<file path="config.mk">
export PLATFORM = sky130hd
export DESIGN_NAME = freq_bcd_gate_counter
export DESIGN_NICKNAME = d
export VERILOG_FILES = /design/src/rtl/freq_bcd_gate_counter.sv
export SDC_FILE = /design/constraint.sdc
export NUM_CORES = 1
export LEC_CHECK = 0
export ABC_AREA = 1
export CORE_ASPECT_RATIO = 1.2
export CORE_UTILIZATION = 49
export CTS_CLUSTER_DIAMETER = 100
export CTS_CLUSTER_SIZE = 12
export DETAILED_ROUTE_END_ITERATION = 10
export PLACE_DENSITY = 0.74
export SETUP_SLACK_MARGIN = 0.3
export SLEW_MARGIN = 10
export SYNTH_ARGS = -nofsm -noshare
export SYNTH_HDL_FRONTEND = slang
export SYNTH_HIERARCHICAL = 1
export SYNTH_SLANG_ARGS = --single-unit
</file>
<file path="constraint.sdc">
create_clock -name i_clk -period 1.65 [get_ports i_clk]
set_input_delay 0.2475 -clock i_clk [delete_from_list [all_inputs] [get_ports i_clk]]
set_output_delay 0.2475 -clock i_clk [all_outputs]
set_load 0.05 [all_outputs]
</file>
<file path="src/rtl/freq_bcd_gate_counter.sv">
// Gated BCD edge counter with a lock-triggered output latch, clocked by the timing controller's clock.
// Build option FREQ_CNT_SAT_EN: the count saturates at all-9s instead of wrapping to zero.

module freq_bcd_digit (
   input  logic       i_clk,
   input  logic       i_rst,
   input  logic       i_clr,
   input  logic       i_inc,
   output logic [3:0] o_digit,
   output logic       o_is9
);
   logic [3:0] r_digit;

   always_ff @(posedge i_clk or posedge i_rst) begin
      if (i_rst)      r_digit <= 4'd0;
      else if (i_clr) r_digit <= 4'd0;
      else if (i_inc) r_digit <= (r_digit == 4'd9) ? 4'd0 : r_digit + 4'd1;
   end

   assign o_digit = r_digit;
   assign o_is9   = (r_digit == 4'd9);
endmodule

module freq_bcd_gate_counter #(
   parameter int DIGITS      = 4,
   parameter int SYNC_STAGES = 2
) (
   input  logic                i_clk,
   input  logic                i_rst,
   input  logic                i_sig_in,
   input  logic                i_enb,
   input  logic                i_lock,
   input  logic                i_clr,
   output logic [4*DIGITS-1:0] o_bcd_out,
   output logic                o_ovf_out,
   output logic                o_valid
);
   logic [SYNC_STAGES-1:0]  r_sync;
   logic                    r_hist;
   logic                    r_lock_d;
   logic                    r_ovf;
   logic                    r_valid;
   logic                    r_ovf_out;
   logic [4*DIGITS-1:0]     r_bcd_out;
   logic [DIGITS-1:0][3:0]  w_digit;
   logic [DIGITS-1:0]       w_is9;
   logic [DIGITS-1:0]       w_carry;
   logic                    w_edge;
   logic                    w_all9;
   logic                    w_step;
   logic                    w_latch;

   always_ff @(posedge i_clk or posedge i_rst) begin
      if (i_rst) begin
         r_sync <= '0;
         r_hist <= 1'b0;
      end else begin
         r_sync <= {r_sync[SYNC_STAGES-2:0], i_sig_in};
         r_hist <= r_sync[SYNC_STAGES-1];
      end
   end

   assign w_edge = r_sync[SYNC_STAGES-1] & ~r_hist;
   assign w_all9 = &w_is9;

`ifdef FREQ_CNT_SAT_EN
   // At all-9s the increment is suppressed so every digit holds at 9.
   assign w_step = i_enb & w_edge & ~w_all9;
`else
   assign w_step = i_enb & w_edge;
`endif

   // Digit k steps when every lower digit is 9; an all-9s step rolls every digit to 0.
   genvar k;
   generate
      for (k = 0; k < DIGITS; k++) begin : g_dig
         if (k == 0) begin : g_lsd
            assign w_carry[k] = w_step;
         end else begin : g_upper
            assign w_carry[k] = w_carry[k-1] & w_is9[k-1];
         end
         freq_bcd_digit u_dig (
            .i_clk   (i_clk),
            .i_rst   (i_rst),
            .i_clr   (i_clr),
            .i_inc   (w_carry[k]),
            .o_digit (w_digit[k]),
            .o_is9   (w_is9[k])
         );
      end
   endgenerate

   always_ff @(posedge i_clk or posedge i_rst) begin
      if (i_rst)                           r_ovf <= 1'b0;
      else if (i_clr)                      r_ovf <= 1'b0;
      else if (i_enb & w_edge & w_all9)    r_ovf <= 1'b1;
   end

   assign w_latch = i_lock & ~r_lock_d;

   // Latch samples the pre-edge count, so a same-cycle increment or clear is not seen.
   always_ff @(posedge i_clk or posedge i_rst) begin
      if (i_rst) begin
         r_lock_d  <= 1'b0;
         r_valid   <= 1'b0;
         r_bcd_out <= '0;
         r_ovf_out <= 1'b0;
      end else begin
         r_lock_d <= i_lock;
         r_valid  <= w_latch;
         if (w_latch) begin
            r_bcd_out <= w_digit;
            r_ovf_out <= r_ovf;
         end
      end
   end

   assign o_bcd_out = r_bcd_out;
   assign o_ovf_out = r_ovf_out;
   assign o_valid   = r_valid;
endmodule

</file>
# Word-level counts from Yosys, hierarchy flattened
# Index checks and enable logic that the tools add are counted.
word_totals:
  ff_bits: 39
  output_inout_bits: 18
  elab_cells: 48
classes:
  add_sub_neg: 4
  eq_ne: 4
  mux: 14
  bitwise: 9
  reduce_logical: 6
ops:
  columns: ["op", "n"]
  rows:
  - ["4-bit two-way mux", 12]
  - ["4-bit by 1-bit adder with 4-bit output, second input constant", 4]
  - ["4-bit equality test, second input constant", 4]
  - ["2-bit nonzero test", 5]
  - ["1-bit bitwise AND", 7]
  - ["4-bit AND reduction", 1]
  - ["1-bit two-way mux", 2]
  - ["1-bit inverter", 2]

# Longest topological paths before layout
depth:
  ltp_word: 8
  ltp_mapped: 12
  depth_no_buf: 12

# Cells and area by module
# Netlist, hierarchy kept.
modules_own_cells:
  columns: ["module", "n_inst", "cells_per_inst", "area_each_um2", "seq_area_each_um2"]
  rows:
  - ["freq_bcd_digit", 4, 36, 257.7, 100.1]
  - ["freq_bcd_gate_counter", 1, 94, 888.4, 575.6]

# Worst setup path before layout
# Ideal clock, no wire load.
synth_path:
  path_kind: "register -> register"
  from: "register g_dig[0].u_dig.r_digit[1]"
  to: "register g_dig[3].u_dig.r_digit[2]"
  setup_ns: 0.121
  t_arrival_ns: 1.476
  t_required_ns: 1.529
  path_slack_ns: 0.053
  stages_incl_launch_ff: 12
  n_path_buf: 0
  synth_period_minus_slack_ns: 1.597
  cell_sequence: "dfrtp_1 > inv_1 > ha_1 > nand2_2 > nor2_2 > nand2_1 > nor3_1 > inv_1 > nand2_1 > nand3_1 > nand2_1 > nor2_1"
synth_between:
  elab_chain_cells: 5
synth_rtl:
  columns: ["element", "line_no", "text"]
  rows:
  - ["from (decl)", "12", "logic [3:0] r_digit;"]
  - ["from (signal assigned)", "17", "else if (i_inc) r_digit <= (r_digit == 4'd9) ? 4'd0 : r_digit + 4'd1;"]
  - ["4-bit equality test", "21", "assign o_is9 = (r_digit == 4'd9);"]
  - ["via w_is9[0]", "46", "logic [DIGITS-1:0] w_is9;"]
  - ["1-bit bitwise AND (3 in series)", "80", "assign w_carry[k] = w_carry[k-1] & w_is9[k-1];"]
  - ["via w_carry[3]", "47", "logic [DIGITS-1:0] w_carry;"]
  - ["2-bit nonzero test (no line)", null, null]
  - ["to (signal assigned)", "17", null]
  - ["to (decl)", "12", null]
# The timed path passes the listed nets, and every way through them passes these cells.
# A chain may end at the register's enable or synchronous reset.

# Worst setup path in the final report
layout_path:
  from: "register g_dig[2].u_dig.r_digit[1]"
  to: "register g_dig[3].u_dig.r_digit[2]"
layout_between:
  elab_chain_cells: 3
layout_rtl:
  columns: ["element", "line_no"]
  rows:
  - ["from (decl)", "12"]
  - ["from (signal assigned)", "17"]
  - ["4-bit equality test", "21"]
  - ["via w_is9[2]", "46"]
  - ["1-bit bitwise AND", "80"]
  - ["via w_carry[3]", "47"]
  - ["2-bit nonzero test (no line)", null]
# The timed path passes the listed nets, and every way through them passes these cells.

==> impl_metrics.toml <==
[timing]
timing.final.crit_share = 0.9507
timing.final.max_slew_violations = 0
report.final.hold_viol_count = 0
rsz0062_at_grt = "yes"
fin_worst_skew_ns = 0.006627
slew-limit-headroom = 0.8073
worst-slew-pin-transition_ns = 0.2891
hold_slack_ns = 0.3222
setup_violations = 0
max_freq_mhz = 637.5
post-route-min-period_ns = 1.569
setup-tns-final_ns = 0

[grt]
grt_pass1_vias = 1554
grt_antenna_before_repair = 0
grt_start_max_net_pins = 24
grt_overflow = 0
gr-usage-all-layers = 0.2204
grt_pass1_wl_um = 6817

[clock_network]
cts.path.max_buffers = 2
worst_setup_hold_path_clk_slew_ns = 0.07
cts-buffers-inserted = 5
numClockSinks = 39
ctsHtreeMaxLevel = 2
cts_tree = "yes"
clk-insertion-delay-late_ns = 0.29
clock-root-buffer = "clkbuf_8"

[floorplan]
io_pins = 24
design.core.area_um2 = 3694
chipHeight_um = 70.56
starting_density = 0.5196
chipWidth_um = 59.14
die_area_um2 = 4173
floorplan.rows = 24

[setup_path]
required_ns = 1.83
critical_path_buf_inv_count = 3
path_class = "flip-flop to flip-flop"
worst_path_max_delay_cell = "dfrtp_1"
crit_path_cell_trace = "inv_2 > ha_4 > nand2_2 > nor2_4 > inv_1 > nor3_2 > inv_1 > nand2_2 > nand3_1 > nand2_1 > nor2_1"
cp_slowest_stage_delay_ns = 0.40
worst-path-max-fanout = 4
crit_path_dat_ns = 1.75
worst_setup_path_start_kind = "flip-flop"
cpLargestDelayFamily = "simple AND/OR/NAND/NOR gates"
worstSetupEndpointType = "flip-flop"

[final_layout]
area_of_the_multi_input_gates_um2 = 855.8
filler_cell_count = 308
most_common_cell_after_layout_fill_and_taps_aside = "nand2_1"
seqCellArea_um2 = 975.9
finalNetCount = 302
diodes = 0
final_layout_size_suffix_gt1_frac = 0.2907
syn2layout_area_growth_pct = 32.14
postLayoutCoreUtil = 0.6867
layout_common_cells = "nand2_1 (80), buf_4 (40), dfrtp_1 (39), inv_1 (33), nand3_1 (20)"
final_area_um2 = 2536

[yosys]
synth_top_cell_area_share = 0.5085
synth.ff_latch_count = 39
synth_area_um2 = 1919
syn-mean-instance-area_um2 = 8.064
synth.lib_cells_used.distinct = 18
synth_seq_area_share = 0.5085
netlist_top_cells_area = "dfrtp_1 (51%), nand2_1 (17%), inv_1 (7.4%)"
syn_nets = 252
synth_largest_area_cell = "dfrtp_1"
synthCells = 238
synth_warnings = 6

[placed_design]
buffer_ports.inserted = 23
placedInstanceArea_um2 = 2246
post-dp-hpwl_um = 2796
place.gp.congestion = 0.8246

[worst_hold_path]
timing.hold.worst.class = "primary input to async pin"

[pwr]
power-per-cell-area_nw_per_um2 = 755.4
total_leakage_power_nw = 1.362
ir_worst_vdd_mv = 0.5621

[drt]
vias = 1597
firstDrtPassIters = 4
route.detailed.drc = 0
detail_route.wl_per_cell_um = 11.66
detail_route.wirelength_um = 3975
viasPerCell = 4.683
postRouteAntennaNets = 0
number_of_design_rule_violations_left_by_the_first_detailed_router_iteration = 46

[run]
maxCapViolCount = 0

[outcome]
run_status = "complete, no violations"
==> per-stage QoR <==
stage,std cells,power [mW],setup slack (ns)
CTS,337,1.936,0.07689
global placement,319,1.103,-0.001853
detailed placement,319,1.105,-0.01783
floorplan,238,1.063,0.1496
finish,341,1.916,0.08142
global route,341,1.989,-0.01110
==> power breakdown <==
part | leakage (nW) | switching [mW] | internal, mW
logic | 0.767 | 0.0817 | 0.0446
clock network | 0.0612 | 0.330 | 0.489
registers | 0.534 | 0.00529 | 0.966
==> worst paths after layout <==
| path | start | endpoint | slack [ns] | depth (start not counted) |
|---|---|---|---|---|
| max | g_dig[2].u_dig/o_digit[1]$_DFFE_PP0P_ | g_dig[3].u_dig/o_digit[2]$_DFFE_PP0P_ | 0.08 | 11 |
| min | i_rst | g_dig[3].u_dig/o_digit[2]$_DFFE_PP0P_ | 0.32 | 2 |
| max reg2reg | g_dig[2].u_dig/o_digit[1]$_DFFE_PP0P_ | g_dig[3].u_dig/o_digit[2]$_DFFE_PP0P_ | 0.08 | 11 |
| min reg2reg | r_sync[0]$_DFF_PP0_ | r_sync[1]$_DFF_PP0_ | 0.38 | 0 |
| max in group asynchronous | i_rst | o_bcd_out[10]$_DFFE_PP0P_ | 0.94 | 3 |
| min in group i_clk | r_sync[0]$_DFF_PP0_ | r_sync[1]$_DFF_PP0_ | 0.38 | 0 |
==> per-layer routing <==
layer | global-route usage | routed length, um | up-vias
met3 | 0.05484 | 145 | 7
met2 | 0.3699 | 1996 | 30
met4 | 0.08995 | 60 | 0
li1 | - | - | 826
met5 | 0 | 0 | -
met1 | 0.2666 | 1773 | 734
==> Yosys cell counts (all sizes together) <==
master	n
nand4	4
inv	38
or2	1
a21oi	1
ha	8
clkinv	1
buf	3
nor2	16
dfrtp	39
nand2	93
nand3	20
o21ai	13
nor3	1
==> registers in the layout, summed over array words and instances, names as in the netlist <==
register / count
r_lock_d: 1
r_hist: 1
o_ovf_out: 1
o_valid: 1
r_sync: 2
r_ovf: 1
g_dig.u_dig/o_digit: 16
o_bcd_out: 16
==> cells by family (layout without fill, tap and decap cells) <==
| kind of cell | Yosys count | count (layout) | share of synthesized area |
|---|---|---|---|
| AO/OA/AOI/OAI | 14 | 14 | 0.03650 |
| adder cells (fa/ha/maj) | 8 | 8 | 0.05215 |
| buffers and inverters | 42 | 93 | 0.09778 |
| flip-flops | 39 | 39 | 0.5085 |
| AND/OR/NAND/NOR | 135 | 135 | 0.3051 |
==> what timing repair did <==
| item | 4_1_cts | 5_1_grt |
|---|---|---|
| pin swaps | 12 | 8 |
| hold buffers | 0 | 0 |
| setup buffers | 10 | 4 |
| gates resized for setup | 11 | 8 |
| setup endpoints to repair | 12 | 33 |
==> cell type report <==
class | instances | area share
inverter | 39 | 0.05969
tap | 52 | 0.02565
timing repair buffer | 46 | 0.1460
clock inverter | 2 | 0.01381
sequential | 39 | 0.3848
multi-input combinational | 157 | 0.3374
clock buffer | 6 | 0.03256
Power figures use the tool's default switching activity.
